[config.mk]
export PLATFORM = sky130hd
export DESIGN_NAME = linear_search_ctrl
export DESIGN_NICKNAME = d
export VERILOG_FILES = /design/src/rtl/linear_search_ctrl_pkg.sv /design/src/rtl/linear_search_ctrl_mem_port_mux.sv /design/src/rtl/linear_search_ctrl.sv
export SDC_FILE = /design/constraint.sdc
export NUM_CORES = 1
export LEC_CHECK = 0
export ABC_AREA = 1
export CORE_ASPECT_RATIO = 1.25
export CORE_MARGIN = 1
export CORE_UTILIZATION = 46
export CTS_BUF_LIST = sky130_fd_sc_hd__clkbuf_16
export DETAILED_ROUTE_END_ITERATION = 12
export MAX_ROUTING_LAYER = met4
export PLACE_DENSITY = 0.91
export SYNTH_ARGS = -nofsm -noshare
export SYNTH_HDL_FRONTEND = slang
export SYNTH_SLANG_ARGS = --single-unit
[constraint.sdc]
create_clock -name clk -period 7.8 [get_ports clk]
set_input_delay 1.95 -clock clk [delete_from_list [all_inputs] [get_ports clk]]
set_output_delay 1.95 -clock clk [all_outputs]
set_load 0.005 [all_outputs]
[src/rtl/linear_search_ctrl_pkg.sv]
// Shared types and constants for the linear search controller slice.
package search_pkg;

  // Controller sequencing states.
  typedef enum logic [1:0] {
    IDLE = 2'd0,
    SCAN = 2'd1,
    DONE = 2'd2
  } state_e;

  localparam int unsigned WORD_BYTES = 4;

  // Byte address of a word offset from a word-aligned base, wrapping mod 2^32.
  function automatic logic [31:0] word_byte_addr(input logic [31:0] base,
                                                 input logic [31:0] word_off);
    word_byte_addr = base + (word_off * 32'(WORD_BYTES));
  endfunction

endpackage

[src/rtl/linear_search_ctrl_mem_port_mux.sv]
// Combinational ownership mux for the data memory port: CPU when the
// controller is not scanning, controller read stream while it is.
module mem_port_mux (
  input  logic        sel_ctrl,
  input  logic        ctrl_read,
  input  logic [31:0] ctrl_addr,
  input  logic        cpu_mem_read,
  input  logic        cpu_mem_write,
  input  logic [31:0] cpu_addr,
  input  logic [31:0] cpu_wdata,
  output logic [31:0] cpu_rdata,
  output logic        cpu_stall,
  output logic        mem_read,
  output logic        mem_write,
  output logic [31:0] mem_addr,
  output logic [31:0] mem_wdata,
  input  logic [31:0] mem_rdata
);

  // Route the memory port to the controller while scanning, else to the CPU.
  always_comb begin
    mem_read  = cpu_mem_read;
    mem_write = cpu_mem_write;
    mem_addr  = cpu_addr;
    mem_wdata = cpu_wdata;
    cpu_rdata = mem_rdata;
    cpu_stall = 1'b0;
    if (sel_ctrl) begin
      mem_read  = ctrl_read;
      mem_write = 1'b0;
      mem_addr  = ctrl_addr;
      mem_wdata = 32'd0;
      cpu_rdata = 32'd0;
      cpu_stall = cpu_mem_read | cpu_mem_write;
    end else begin
      cpu_stall = 1'b0;
    end
  end

endmodule

[src/rtl/linear_search_ctrl.sv]
// Hardware linear search sequencer sharing the data memory with the CPU.
// Scans `length` words from `base_addr`, one per cycle, and reports the
// lowest matching offset.
module linear_search_ctrl
  import search_pkg::*;
#(
  parameter int AW = 10
) (
  input  logic          clk,
  input  logic          rst,
  input  logic          start,
  input  logic [31:0]   key,
  input  logic [31:0]   base_addr,
  input  logic [AW:0]   length,
  output logic          busy,
  output logic          done,
  output logic          found,
  output logic [AW-1:0] index,
  input  logic          cpu_mem_read,
  input  logic          cpu_mem_write,
  input  logic [31:0]   cpu_addr,
  input  logic [31:0]   cpu_wdata,
  output logic [31:0]   cpu_rdata,
  output logic          cpu_stall,
  output logic          mem_read,
  output logic          mem_write,
  output logic [31:0]   mem_addr,
  output logic [31:0]   mem_wdata,
  input  logic [31:0]   mem_rdata
);

  localparam logic [AW:0]   LEN_ONE = {{AW{1'b0}}, 1'b1};
  localparam logic [AW-1:0] CNT_ONE = {{(AW-1){1'b0}}, 1'b1};

  state_e        state_r;
  logic [AW-1:0] cnt_r;
  logic [AW:0]   len_r;
  logic [31:0]   key_r;
  logic [31:0]   base_r;
  logic          busy_r;
  logic          done_r;
  logic          found_r;
  logic [AW-1:0] index_r;
  // A zero-length request waits one idle cycle so it completes with the
  // same latency as a one-word scan, without touching the memory.
  logic          zero_pend_r;

  logic [31:0]   scan_addr_s;
  logic          hit_s;
  logic          last_word_s;

  assign scan_addr_s = word_byte_addr(base_r, 32'(cnt_r));
  assign hit_s       = (mem_rdata == key_r);
  assign last_word_s = ({1'b0, cnt_r} == (len_r - LEN_ONE));

  assign busy  = busy_r;
  assign done  = done_r;
  assign found = found_r;
  assign index = index_r;

  // Sequencing FSM, word counter and registered result outputs.
  always_ff @(posedge clk) begin
    if (rst) begin
      state_r     <= IDLE;
      cnt_r       <= {AW{1'b0}};
      len_r       <= {(AW+1){1'b0}};
      key_r       <= 32'd0;
      base_r      <= 32'd0;
      busy_r      <= 1'b0;
      done_r      <= 1'b0;
      found_r     <= 1'b0;
      index_r     <= {AW{1'b0}};
      zero_pend_r <= 1'b0;
    end else begin
      case (state_r)
        IDLE: begin
          done_r <= 1'b0;
          if (zero_pend_r) begin
            zero_pend_r <= 1'b0;
            done_r      <= 1'b1;
            state_r     <= DONE;
          end else if (start) begin
            if (length != {(AW+1){1'b0}}) begin
              key_r   <= key;
              base_r  <= {base_addr[31:2], 2'b00};
              len_r   <= length;
              cnt_r   <= {AW{1'b0}};
              busy_r  <= 1'b1;
              state_r <= SCAN;
            end else begin
              found_r     <= 1'b0;
              index_r     <= {AW{1'b0}};
              zero_pend_r <= 1'b1;
            end
          end else begin
            state_r <= IDLE;
          end
        end
        SCAN: begin
          if (hit_s) begin
            found_r <= 1'b1;
            index_r <= cnt_r;
            busy_r  <= 1'b0;
            done_r  <= 1'b1;
            state_r <= DONE;
          end else if (last_word_s) begin
            found_r <= 1'b0;
            index_r <= {AW{1'b0}};
            busy_r  <= 1'b0;
            done_r  <= 1'b1;
            state_r <= DONE;
          end else begin
            cnt_r <= cnt_r + CNT_ONE;
          end
        end
        DONE: begin
          done_r  <= 1'b0;
          state_r <= IDLE;
        end
        default: begin
          busy_r      <= 1'b0;
          done_r      <= 1'b0;
          zero_pend_r <= 1'b0;
          state_r     <= IDLE;
        end
      endcase
    end
  end

  mem_port_mux u_mux (
    .sel_ctrl      (busy_r),
    .ctrl_read     (busy_r),
    .ctrl_addr     (scan_addr_s),
    .cpu_mem_read  (cpu_mem_read),
    .cpu_mem_write (cpu_mem_write),
    .cpu_addr      (cpu_addr),
    .cpu_wdata     (cpu_wdata),
    .cpu_rdata     (cpu_rdata),
    .cpu_stall     (cpu_stall),
    .mem_read      (mem_read),
    .mem_write     (mem_write),
    .mem_addr      (mem_addr),
    .mem_wdata     (mem_wdata),
    .mem_rdata     (mem_rdata)
  );

endmodule
# Word level (Yosys, flattened, before mapping)
# Index checks and enable logic that the tools add are counted.
# totals
register_bits,99
wordCells,80
# op_classes
bitwise,3
muxes,43
reduce_logical,9
n_eq_ne,12
n_addsub,3
# ops
operator,count
$mux W10,10
$mux W32,3
$pmux W10 S2,2
$add A32 B12 Y32,1
$eq A32 B32 Y1,1
$mux W1,18
$ne A2 B2 Y1 const B,6
$eq A10 B11 Y1,1
$reduce_bool A11 Y1,1
$sub A11 B1 Y11 const B,1
$add A10 B1 Y10 const B,1
$mux W2,5
$reduce_and A5 Y1,2
$pmux W1 S2,3
$reduce_and A6 Y1,1
$ne A4 B4 Y1 const B,1
$pmux W2 S2,1
$reduce_and A4 Y1,1
$ne A3 B3 Y1 const B,1
$pmux W1 S3,1
$eq A2 B1 Y1 const B,1
$eq A2 B2 Y1 const B,1
$logic_not A2 Y1,1
$not A1 Y1,2
4 further kinds,4

# Longest topological paths before layout
# logic_depth
ltp_word,5
ltp_mapped,15
depth_no_buf,14

# Modules after synthesis
# From an unflattened synthesis, not the netlist that was laid out.
# unflattened
cells_unflattened,1067
hier_area_um2,6543.8
# modules_own_cells
module,area_each_um2,instances,cells_each,seq_area_each_um2
linear_search_ctrl,5559.1,1,821,1981.9
mem_port_mux,984.7,1,246,0.0

# Worst setup path before layout
# No wires, ideal clock.
# synth_timing
path_kind,input to output
from,in cpu_addr[16]
to,out mem_addr[16]
arrival_ns,2.139
n_path_buf,0
path_slack_ns,3.711
stages,2
path_cell_list,nor2_1 > a31oi_1
# synth_between
elab_chain_cells,1
# synth_lines
item,line_no,rtl
"start, declared",linear_search_ctrl.sv:21,"input logic [31:0] cpu_addr,"
$mux W32,linear_search_ctrl_mem_port_mux.sv:28,if (sel_ctrl) begin
"end, declared",linear_search_ctrl.sv:27,"output logic [31:0] mem_addr,"
# No other way between the ends.

# Worst setup path in the final report
# layout_timing
from,reg cnt_r[0]
to,out mem_addr[20]
# layout_between
elab_chain_cells,2
# layout_lines
item,line_no,rtl
"start, declared",linear_search_ctrl.sv:36,logic [AW-1:0] cnt_r;
"start signal, assigned",linear_search_ctrl.sv:65,cnt_r <= {AW{1'b0}};
"start signal, assigned",linear_search_ctrl.sv:87,cnt_r <= {AW{1'b0}};
"start signal, assigned",linear_search_ctrl.sv:113,cnt_r <= cnt_r + CNT_ONE;
$add A32 B12 Y32,linear_search_ctrl_pkg.sv:16,word_byte_addr = base + (word_off * 32'(WORD_BYTES));
$mux W32,linear_search_ctrl_mem_port_mux.sv:28,
# No other way between the ends.

==> out/results.md <==
| Parameter | This run |
|:---|:---|
| Kind of start point of the critical path | register |
| Synth unique cells | 39 |
| Post-synthesis instance total | 1050 |
| Post-route fraction of the period consumed by the critical path | 0.663 |
| Time the final worst path needs with I/O delays and setup | 5170 ps |
| IO Pins | 288 |
| CP Buf/Inv Count | 1 |
| Clock tree from TritonCTS | done |
| XOR/XNOR share of the synthesized area | 0.0802 |
| Layout Skew | 8.89 ps |
| Number of cells in the design after placement | 1467 |
| RSZ-0062 raised after global routing | no |
| Clock H-tree levels | 3 |
| Final setup violation count | 0 |
| Actual slew at the worst max-slew pin | 1150 ps |
| Worst path top cell family by delay | adder cells |
| Worst Path Class, Setup | register to output port |
| Achievable clock frequency | 193 MHz |
| Placed wire-length estimate after detailed placement | 15800 um |
| Leakage power | 4.22 nW |
| Required time at the endpoint of the critical path | 5850 ps |
| Seq cells post-synth | 99 |
| Total core area | 0.0139 sq mm |
| Vias in the first global route | 6693 |
| Type of the tightest min-delay check | register to register |
| Total routed wirelength | 20600 um |
| Total number of yosys warnings | 0 |
| CP Capture Type | output port |
| Post-synthesis mux area share | 0 |
| Count of maximum capacitance violations | 0 |
| Critical path, cell by cell | ha_1, fa_1, nand2_1, nand2_1, nand2_1, nand2_1, a21boi_1, o21ai_2, nand2_1, nor2_1, xor2_1, o21ai_1, clkdlybuf4s50_1 |
| Maximum count of clock buffers along a single path | 2 |
| Post-route insts no fill | 1483 |
| CTS resizes | 0 |
| DR pass1 iterations | 5 |
| Number of nets at the end of the flow | 1495 |
| Number of buffers inserted during clock tree synthesis | 9 |
| Worst relative slew slack | 0.227 |
| Count of input and output buffers | 285 |
| Post-synth design cell area | 0.00655 sq mm |
| Count of flip-flops with a built-in enable after synthesis | 0 |
| Per-cell routed wire length | 13.9 um |
| Post-synthesis net count | 1242 |
| Hold Slack | 461 ps |
| Arrival time at the worst endpoint | 3220 ps |
| Starting density of the core | 0.472 |
| Compound-cell area share of the yosys netlist | 0.141 |
| Register area share after synthesis | 0.303 |
| Area growth syn-to-layout | 48.9% |
| Initial antenna violation count | 0 |
| Via total after detailed routing | 7427 |
| Number of standard-cell rows in the floorplan | 48 |
| Overflow left after global routing | 0 |
| DRC viols | 0 |
| ANT nets after route | 0 |
| Die Footprint | 0.0147 sq mm |
| Ratio of cells with drive above 1 in the final layout | 0.0535 |
| Final total negative setup slack | 0 ps |
| Clock latency on the worst-skew pair | 340 ps |
| Clock-pin slew of the registers on the worst-case setup and hold paths | 70 ps |
| Largest fanout on the critical path | 8 |
| Proportion of synthesized flip-flops having asynchronous set or reset | 0 |
| Synth Flop Type | sky130_fd_sc_hd__dfxtp_1 |
| Post-CTS repair timing setup buffer count | 0 |
| Wire length of the first global-routing pass | 31400 um |
| N_diodes | 0 |
| Cell with the largest stage delay on the worst path | sky130_fd_sc_hd__clkdlybuf4s50_1 |
| Routability Congestion | 0.958 |
| Gr usage total | 0.277 |
| Delay of the slowest critical-path stage | 560 ps |
| Pin count of the biggest net entering global routing | 88 |
| Die extent in y | 135 um |
| Post-synthesis adder-cell area fraction | 0.0317 |
| Vias/cell | 5.01 |
| Synthesized-area fraction occupied by and/or/nand/nor cells | 0.331 |
| Critical Path Most Common Cell | sky130_fd_sc_hd__nand2_1 |
| Clock sink count | 99 |
| Maximum resistive drop on vdd | 0.000121 V |
| Count of hold-fix buffers inserted at cts | 0 |
| Horizontal extent of the die | 109 um |
| Final number of hold-violating endpoints | 0 |
| Clk Tree Root Cell | sky130_fd_sc_hd__clkbuf_16 |
| Run status | finished clean |
| Largest family of logic cells by synthesized area | simple AND/OR/NAND/NOR gates |
| Violation count after the first detailed-routing iteration | 403 |
| Pins Over Slew Limit | 0 |
| Power density of the placed cells | 188 mW/mm^2 |
| Avg Synthesized Cell Area | 6.24 sq um |
==> routing by layer <==
| layer | vias up | share of wire | global-route usage |
|---|---|---|---|
| met5 | - | 0 | - |
| met4 | 0 | 0.025 | 0.0961 |
| met3 | 41 | 0.076 | 0.0563 |
| met2 | 309 | 0.50 | 0.479 |
| met1 | 3285 | 0.40 | 0.315 |
| li1 | 3792 | - | - |
==> cells in the mapped netlist, types with 2 or more instances <==
master | number | area (sq um)
sky130_fd_sc_hd__inv_2 | 5 | 18.8
sky130_fd_sc_hd__ha_1 | 15 | 188
sky130_fd_sc_hd__xnor2_1 | 32 | 280
sky130_fd_sc_hd__nor2_1 | 218 | 818
sky130_fd_sc_hd__o21ai_0 | 95 | 475
sky130_fd_sc_hd__nand2_1 | 187 | 702
sky130_fd_sc_hd__buf_1 | 2 | 7.51
sky130_fd_sc_hd__a21oi_1 | 48 | 240
sky130_fd_sc_hd__nand3_4 | 2 | 35.0
sky130_fd_sc_hd__a31oi_1 | 4 | 25.0
sky130_fd_sc_hd__inv_1 | 140 | 526
sky130_fd_sc_hd__nand3_1 | 37 | 185
sky130_fd_sc_hd__xor2_1 | 28 | 245
sky130_fd_sc_hd__nor3_2 | 2 | 20.0
sky130_fd_sc_hd__nand2_2 | 12 | 75.1
sky130_fd_sc_hd__a21oi_2 | 10 | 87.6
sky130_fd_sc_hd__o21ai_1 | 7 | 35.0
sky130_fd_sc_hd__or2_2 | 4 | 25.0
sky130_fd_sc_hd__nor2_2 | 9 | 56.3
sky130_fd_sc_hd__nor3_1 | 10 | 50.1
sky130_fd_sc_hd__buf_2 | 8 | 40.0
sky130_fd_sc_hd__a21boi_0 | 2 | 15.0
sky130_fd_sc_hd__nand3_2 | 4 | 40.0
sky130_fd_sc_hd__clkbuf_1 | 36 | 135
sky130_fd_sc_hd__nand4_1 | 21 | 131
sky130_fd_sc_hd__dfxtp_1 | 99 | 1980
==> final timing paths <==
kind | startpoint | endpoint | slack, ps | depth (start not counted)
min | key_r[2] | key_r[2] | 460 | 2
max reg2reg | state_r[0] | cnt_r[5] | 4700 | 9
max | cnt_r[0] | mem_addr[20] | 2630 | 13
min reg2reg | key_r[2] | key_r[2] | 460 | 2
==> cell usage in the layout (no fill, tap or decap), drive strengths merged, types with 3 or more instances in the layout <==
| cell type | netlist | layout |
|---|---|---|
| clkdlybuf4s50 | 0 | 285 |
| nor2 | 228 | 228 |
| nand2 | 199 | 199 |
| inv | 145 | 146 |
| o21ai | 103 | 103 |
| dfxtp | 99 | 99 |
| a21oi | 58 | 58 |
| nand3 | 43 | 43 |
| xnor2 | 32 | 32 |
| xor2 | 28 | 28 |
| nand4 | 21 | 21 |
| ha | 15 | 15 |
| nor3 | 12 | 12 |
| clkbuf | 36 | 9 |
| clkinv | 1 | 6 |
| or2 | 5 | 5 |
| a31oi | 4 | 4 |
| buf | 11 | 4 |
| a21boi | 3 | 3 |
==> stage by stage <==
stage	setup WS [ps]	power, mW	util	instance area [sq um]
final	2630	1.83	0.703	9760
after global routing	2350	1.95	0.703	9760
after CTS	2630	1.84	0.703	9760
after detailed placement	2640	1.40	0.682	9460
after global placement	2650	1.38	0.682	9460
after floorplan	3710	1.03	-	6550
==> flip-flops by register name (all words and copies together), names as in the netlist, 2 cells and up <==
register  flops
base_r       30
cnt_r        10
index        10
key_r        32
len_r        11
state_r       2
==> power by group <==
part / leakage, nW / total (mW) / switching [mW] / internal [mW]
Sequential: 0.816 / 0.624 / 0.0527 / 0.572
Combinational: 3.26 / 0.768 / 0.385 / 0.383
Clock: 0.149 / 0.442 / 0.193 / 0.248
Total: 4.22 / 1.83 / 0.631 / 1.20
==> layout make-up <==
type	instances	area (sq um)
inverters	146	548
clock inverters	7	68.8
fillers	1120	4120
well taps	175	219
multi-input cells	758	3830
repair buffers	289	2880
flip-flops and latches	99	1980
clock buffers	9	225
==> cells by family (layout without fill, tap and decap cells) <==
| family | after synthesis | in the layout |
|---|---|---|
| AOI/OAI and AO/OA | 172 | 172 |
| DFF | 99 | 99 |
| xor gates and xnor gates | 60 | 60 |
| adders and majority gates | 16 | 16 |
| buffers and inverters | 193 | 451 |
| and+or+nand+nor | 510 | 510 |
==> worst reg2reg max path, stage by stage (launching register included) <==
cell and delay, ps:
sky130_fd_sc_hd__dfxtp_1 330, sky130_fd_sc_hd__inv_1 90, sky130_fd_sc_hd__ha_1 220, sky130_fd_sc_hd__inv_1 90, sky130_fd_sc_hd__nor2_1 180, sky130_fd_sc_hd__nand2_2 440
sky130_fd_sc_hd__inv_2 870, sky130_fd_sc_hd__nand2_1 460, sky130_fd_sc_hd__nand3_1 210, sky130_fd_sc_hd__a21oi_1 80
(Power assumes the default switching activity.)
